[config.mk]
export PLATFORM = sky130hd
export DESIGN_NAME = fsm_rd_094_mon
export DESIGN_NICKNAME = d
export VERILOG_FILES = /design/src/rtl/fsm_rd_094_mon.sv
export SDC_FILE = /design/constraint.sdc
export NUM_CORES = 1
export LEC_CHECK = 0
export CORE_ASPECT_RATIO = 1.1
export CORE_MARGIN = 5
export CORE_UTILIZATION = 40
export CTS_CLUSTER_SIZE = 24
export DETAILED_ROUTE_END_ITERATION = 7
export GPL_ROUTABILITY_DRIVEN = 0
export PLACE_DENSITY_LB_ADDON = 0.05
export SLEW_MARGIN = 10
export SYNTH_ARGS = -nofsm -noshare
export SYNTH_HDL_FRONTEND = slang
export SYNTH_SLANG_ARGS = --single-unit
[constraint.sdc]
create_clock -name CLK -period 1.8 [get_ports CLK]
set_input_delay 0.54 -clock CLK [delete_from_list [all_inputs] [get_ports CLK]]
set_output_delay 0.54 -clock CLK [all_outputs]
set_load 0.005 [all_outputs]
[src/rtl/fsm_rd_094_mon.sv]
// rtl/fsm_rd_094_mon.sv - receive-side monitor for the fsm_rd_094 rtext response frame
module fsm_rd_094_mon #(
   parameter int CNT_W   = 8,
   parameter int MIN_GAP = 2
) (
   input  logic             CLK,
   input  logic             RST,
   input  logic [2:0]       rtext,
   input  logic             clr,
   output logic             trig,
   output logic             frame_ok,
   output logic             frame_err,
   output logic [1:0]       err_code,
   output logic             busy,
   output logic [CNT_W-1:0] frame_cnt,
   output logic [CNT_W-1:0] err_cnt
);

   // Gap counter only needs to reach MIN_GAP; one spare bit keeps MIN_GAP=0 legal.
   localparam int GW = $clog2(MIN_GAP + 1) + 1;
   localparam logic [GW-1:0]    GAP_MAX = GW'(MIN_GAP);
   localparam logic [CNT_W-1:0] CNT_MAX = {CNT_W{1'b1}};

   localparam logic [2:0] SYM_IDLE  = 3'b000;
   localparam logic [2:0] SYM_START = 3'b010;
   localparam logic [2:0] SYM_END   = 3'b100;

   localparam logic [1:0] ERR_FRAME = 2'b01;
   localparam logic [1:0] ERR_GAP   = 2'b11;
   localparam logic [1:0] ERR_IDLE  = 2'b10;

   typedef enum logic [2:0] {
      S_IDLE = 3'd0,
      S_F1   = 3'd1,
      S_F2   = 3'd2,
      S_F3   = 3'd3,
      S_F4   = 3'd4
   } state_t;

   state_t          state_q;
   state_t          state_d;
   logic [GW-1:0]   gap_q;
   logic [GW-1:0]   gap_d;
   logic            trig_d;
   logic            ok_d;
   logic            err_d;
   logic [1:0]      code_d;
   logic            mism;
   logic [CNT_W-1:0] frame_cnt_d;
   logic [CNT_W-1:0] err_cnt_d;

   // Next-state, gap tracking and one-cycle event decode for the sampled symbol.
   always_comb begin
      state_d = state_q;
      gap_d   = gap_q;
      trig_d  = 1'b0;
      ok_d    = 1'b0;
      err_d   = 1'b0;
      code_d  = err_code;
      mism    = 1'b0;

      case (state_q)
         S_IDLE: begin
            if (rtext == SYM_IDLE) begin
               if (gap_q < GAP_MAX) begin
                  gap_d = GW'(gap_q + 1'b1);
               end
            end else if (rtext == SYM_START) begin
               state_d = S_F1;
               trig_d  = 1'b1;
               // A short gap is reported but the frame is still tracked.
               if (gap_q < GAP_MAX) begin
                  err_d  = 1'b1;
                  code_d = ERR_GAP;
               end
            end else begin
               err_d  = 1'b1;
               code_d = ERR_IDLE;
            end
         end
         S_F1: begin
            if (rtext == SYM_IDLE) state_d = S_F2;
            else                   mism    = 1'b1;
         end
         S_F2: begin
            if (rtext == SYM_IDLE) state_d = S_F3;
            else                   mism    = 1'b1;
         end
         S_F3: begin
            if (rtext == SYM_END) state_d = S_F4;
            else                  mism    = 1'b1;
         end
         S_F4: begin
            if (rtext == SYM_END) begin
               state_d = S_IDLE;
               ok_d    = 1'b1;
               gap_d   = '0;
            end else begin
               mism = 1'b1;
            end
         end
         default: begin
            state_d = S_IDLE;
            gap_d   = GAP_MAX;
         end
      endcase

      // In-frame mismatch has top priority and resyncs at once; a 010 here
      // is taken as the start of the next frame.
      if (mism) begin
         err_d  = 1'b1;
         code_d = ERR_FRAME;
         gap_d  = GAP_MAX;
         if (rtext == SYM_START) begin
            state_d = S_F1;
            trig_d  = 1'b1;
         end else begin
            state_d = S_IDLE;
         end
      end
   end

   // Saturating counter updates; clr overrides any increment in the same cycle.
   always_comb begin
      frame_cnt_d = frame_cnt;
      err_cnt_d   = err_cnt;
      if (clr) begin
         frame_cnt_d = '0;
         err_cnt_d   = '0;
      end else begin
         if (ok_d && (frame_cnt != CNT_MAX)) begin
            frame_cnt_d = frame_cnt + 1'b1;
         end
         if (err_d && (err_cnt != CNT_MAX)) begin
            err_cnt_d = err_cnt + 1'b1;
         end
      end
   end

   // State and gap registers; reset leaves the gap satisfied so the first frame is clean.
   always_ff @(posedge CLK or negedge RST) begin
      if (!RST) begin
         state_q <= S_IDLE;
         gap_q   <= GAP_MAX;
      end else begin
         state_q <= state_d;
         gap_q   <= gap_d;
      end
   end

   // Registered event pulses, held error code and busy flag.
   always_ff @(posedge CLK or negedge RST) begin
      if (!RST) begin
         trig      <= 1'b0;
         frame_ok  <= 1'b0;
         frame_err <= 1'b0;
         err_code  <= 2'b00;
         busy      <= 1'b0;
      end else begin
         trig      <= trig_d;
         frame_ok  <= ok_d;
         frame_err <= err_d;
         err_code  <= code_d;
         busy      <= (state_d != S_IDLE);
      end
   end

   // Frame and error counters.
   always_ff @(posedge CLK or negedge RST) begin
      if (!RST) begin
         frame_cnt <= '0;
         err_cnt   <= '0;
      end else begin
         frame_cnt <= frame_cnt_d;
         err_cnt   <= err_cnt_d;
      end
   end

endmodule
* Word-level counts from Yosys, hierarchy flattened
Index checks and enable logic that the tools add are counted.
W data, S select, Z words.
** Cells by class
- Reductions and logical operators :: 13
- Add/subtract/negate cells :: 3
- Equality and inequality tests :: 14
- Muxes and demuxes :: 38
- $lt $le $gt $ge :: 1
** Operators with widths (count)
- $mux W3 :: 11
- $mux W8 :: 4
- $add A8 B1 Y8 const B :: 2
- $ne A8 B8 Y1 const B :: 2
- $mux W1 :: 15
- $pmux W3 S5 :: 1
- $ne A3 B3 Y1 const B :: 4
- $mux W2 :: 5
- $eq A3 B2 Y1 const B :: 3
- $pmux W3 S3 :: 1
- $eq A3 B3 Y1 const B :: 2
- $logic_not A3 Y1 :: 2
- $reduce_bool A2 Y1 :: 3
- $reduce_and A4 Y1 :: 1
- $reduce_or A2 Y1 :: 2
- $add A3 B1 Y3 const B :: 1
- $eq A3 B1 Y1 const B :: 1
- $lt A3 B2 Y1 const B :: 1
- $reduce_and A3 Y1 :: 1
- $reduce_bool A3 Y1 :: 1
- $reduce_or A3 Y1 :: 1
- $logic_and A1 B1 Y1 :: 2
- $ne A2 B1 Y1 const B :: 1
- $ne A2 B2 Y1 const B :: 1
- $pmux W1 S2 :: 1
** Storage, ports and cells
- Input bits :: 6
- Logic and storage cells :: 78
- Register bits after elaboration :: 28
- Output and inout port bits :: 22

* Depth between registers and ports, before layout
- Depth after elaboration :: 9
- Mapped depth :: 6

* Least setup slack after synthesis
No wires, ideal clock.
- Kind :: in2reg
- Start :: input rtext[0]
- End :: register err_cnt[5]
- Library setup time :: 0.127 ns
- Path slack :: -0.246 ns
- Buffers on the path :: 1
- Cell stages on the path :: 6
- Arrival :: 1.918 ns
- Data required time :: 1.673 ns
- Cells stage by stage :: buf_4 or2_1 a2111oi_4 nor4_4 nand4_1 mux2_1
** On the way
- Cells in the longest elaborated chain, start to end :: 7
** Ends and longest elaborated chain
- from (decl) :: RTL line 8 : input logic [2:0] rtext,
- $eq A3 B2 Y1 :: RTL line 68 : end else if (rtext == SYM_START) begin
- $mux W1 :: RTL line 68
- $mux W1 :: RTL line 64 : if (rtext == SYM_IDLE) begin
- $mux W1 :: RTL line 62 : case (state_q)
- $mux W1 (*) :: RTL line 110 : if (mism) begin
- $logic_and A1 B1 Y1 (*) :: RTL line 134 : if (err_d && (err_cnt != CNT_MAX)) begin
- $reduce_bool A2 Y1 (no line) (*)
- to (signal assigned) :: RTL line 175 : err_cnt <= err_cnt_d;
- to (decl) :: RTL line 16 : output logic [CNT_W-1:0] err_cnt
Every way passes the cells marked *; elsewhere a longest branch is shown, timed or not.
A chain may end at the register's enable or synchronous reset.

* Worst setup path after layout
- Start :: register state_q[1]
- End :: register err_cnt[5]
** On the way
- Cells in the longest elaborated chain, start to end :: 6
** Ends and longest elaborated chain
- from (decl) :: RTL line 40 : state_t state_q;
- from (signal assigned) :: RTL line 146 : state_q <= state_d;
- $eq A3 B3 Y1, or another cell as far along :: RTL line 62
- $reduce_or A2 Y1 (no line)
- $pmux W1 S2 :: RTL line 62
- $mux W1 (*) :: RTL line 110
- $logic_and A1 B1 Y1 (*) :: RTL line 134
- $reduce_bool A2 Y1 (no line) (*)
Marked as above.

==> flow_summary.ini <==
[setup_path]
crit_path_max_fanout = 8
critPathBufInv = 1
cp.arrival_ps = 1950
crit_slowest_cell = dfrtp_1
slowest_delay_ps = 420
start_kind = flip-flop
worst-setup-path-type = flip-flop to flip-flop
critPathTopFamily = compound AO/OA/AOI/OAI gates
crit_required_ps = 1970
timing.reg2reg.worst_path_depth = 6
crit_cells = 6
cp_cell_sequence = buf_12, a2111oi_4, a2bb2oi_4, nor4_4, nand4_1, mux2_4
endpoint_kind = flip-flop

[logic_synthesis]
synth-main-ff-cell = dfrtp_1
synth_fa_ha_area_share_pct = 2.35
netlist_area_mm2 = 0.00160
synth-edff-count = 0
syn_avg_cell_area_um2 = 9.93
synth_top_area_share_pct = 42.3
synthMuxAreaShare_pct = 2.58
synth_compound_area_share_pct = 16.3
synth_nets = 170
synth-xor-area-share_pct = 4.38
async_reset_ff_share_pct = 100
synthCells = 161
synth_top_family_by_area = simple AND/OR/NAND/NOR gates
yosys.area.top_type = dfrtp_1
synth-seq-area-share_pct = 43.9
ys_top_cells_by_area = dfrtp_1, nor2_1, a21oi_1
synth-simple-area-share_pct = 24.8
ys_warn_count = 0
synth.distinct_cells = 48
ys_seq_elements = 28

[grt]
grt-ovfl-total = 0
grt_pass1_wl_um = 6750
grt_pass1_vias = 1438
grt_usage_pct = 15.3
antenna_found_initial = 0
grt_max_degree = 29

[timing]
fmax_ghz = 0.561
min_period_ps = 1780
setup-violations-final = 0
final_max_slew_viol_count = 0
worstMarginPinSlew_ps = 387
relSlewSlack_pct = 74.0
period_share_pct = 99.0
rsz0062_at_grt = yes
hold_violations = 0
clock_skew_ps = 4.26

[cells_and_area]
final_nets = 234
fillCellCount = 357
final_common_cell = buf_4
diodes = 0
stdcell_count = 276
area_growth_pct = 46.3
drive_gt1_share_pct = 30.4
mostFrequentLayoutCells = buf_4, dfrtp_1, nor2_1

[pwr]
p_leak_nw = 1.05
p_per_area_mw_per_mm2 = 553
ir_drop_mv = 0.336
p_total_mw = 1.29

[worst_hold_path]
hp-class = primary input to flip-flop
whs_path_depth = 2

[routing]
num_vias = 1422
first_pass_iters = 4
routedWlPerCell_um = 14.1
drt-initial-drc-count = 32
drtAntennaViolNets = 0
wirelength_um = 3900
route.detailed.drc = 0
routed_via_density = 5.15

[floorplan]
start_util_pct = 41.0
die_w_um = 70.3
die_height_um = 76.3
rows = 24
io_pins = 28
core_mm2 = 0.00390
dieArea_mm2 = 0.00536

[clock_network]
holdBufCountCts = 0
cts_tree = done
cts_root_buf = clkbuf_8
clkTransAtPathRegs_ps = 100
clk_path_buf_depth = 2
clk_latency_ps = 280
htree_levels = 1
cts_made_buffers = 3
cts_num_sinks = 28

[placed_design]
placedCellCount = 262
io_buffer_count = 27
hpwlAfterDp_um = 2930

[outcome]
status = finished clean

[run]
maxCapViolations = 0
## where the power goes
| group | switching, mW | internal (mW) | leakage [nW] | total (mW) |
|---|---|---|---|---|
| combinational | 0.106 | 0.125 | 0.651 | 0.231 |
| clock | 0.204 | 0.196 | 0.0288 | 0.400 |
| sequential | 0.0135 | 0.650 | 0.372 | 0.663 |
## state kept, by name, indices dropped and copies added (netlist names)
name	cells
busy	1
err_cnt	8
err_code	2
frame_cnt	8
frame_err	1
frame_ok	1
gap_q	3
state_q	3
trig	1
## worst paths after layout
path | end | startpoint | slack [ps]
min reg2reg | err_code[0] | err_code[0] | 500
min in group asynchronous | trig | RST | 620
max | err_cnt[5] | state_q[1] | 20
min | busy | rtext[0] | 500
max in group asynchronous | gap_q[1] | RST | 960
max reg2reg | err_cnt[5] | state_q[1] | 20
## cells in the mapped netlist (2+ instances only)
| master | number |
|---|---|
| dfrtp_1 | 27 |
| nor2_1 | 20 |
| a21oi_1 | 14 |
| nand2_1 | 8 |
| nor3_1 | 8 |
| nand3_1 | 7 |
| inv_1 | 6 |
| xnor2_1 | 6 |
| a211oi_1 | 4 |
| a21o_1 | 3 |
| buf_6 | 3 |
| clkbuf_1 | 3 |
| ha_1 | 3 |
| mux2i_1 | 3 |
| nand2b_1 | 3 |
| nand4_1 | 3 |
| a2111oi_2 | 2 |
| and3_1 | 2 |
| and4_1 | 2 |
| buf_4 | 2 |
| nor4_1 | 2 |
| o32ai_1 | 2 |
| or2_1 | 2 |
| xor2_1 | 2 |
## timing repair
item,4_1_cts,5_1_grt
pin swaps,5,7
resized for setup,20,6
setup endpoints to repair,29,17
buffers inserted,2,8
## routing by layer
metal  vias up  global-route usage (%)  routed length (um)  share of wire [%]
met5         -                       0                   0                  0
met4         0                    4.41                  37               0.95
met3         4                    2.64                  88                2.3
met2        15                    27.6                2170                 55
met1       696                    18.4                1610                 41
li1        707                       -                   -                  -
## cells by family (layout without fill, tap and decap cells)
family	Yosys count	count (layout)
multiplexers	4	4
XOR/XNOR	8	8
flip-flops	28	28
adder cells (fa/ha/maj)	3	3
AO/OA/AOI/OAI	33	33
AND/OR/NAND/NOR	69	69
buffers and inverters	16	79
## metrics by stage
step           hold slack [ps]  setup WS (ps)  area, um2  util, %  TNS [ps]
2_1_floorplan              244           -100       1670        -      -147
3_3_place_gp               488           -555       2200     56.3    -10100
3_5_place_dp               493           -611       2200     56.3    -11370
4_1_cts                    504          -1.05       2270     58.2     -1.05
5_1_grt                    511          -55.5       2340     59.9      -191
6_report                   505           18.6       2340     59.9         0
## final cells by class
| cell class | instances | area, um2 | share of cell area (%) |
|---|---|---|---|
| Multi-Input combinational cell | 117 | 890 | 38.0 |
| Sequential cell | 28 | 703 | 30.1 |
| Clock buffer | 4 | 55.1 | 2.35 |
| Timing Repair Buffer | 69 | 604 | 25.8 |
| Tap cell | 52 | 65.1 | 2.78 |
| Inverter | 6 | 22.5 | 0.963 |
Note: power is estimated with default switching activity, not from simulation.
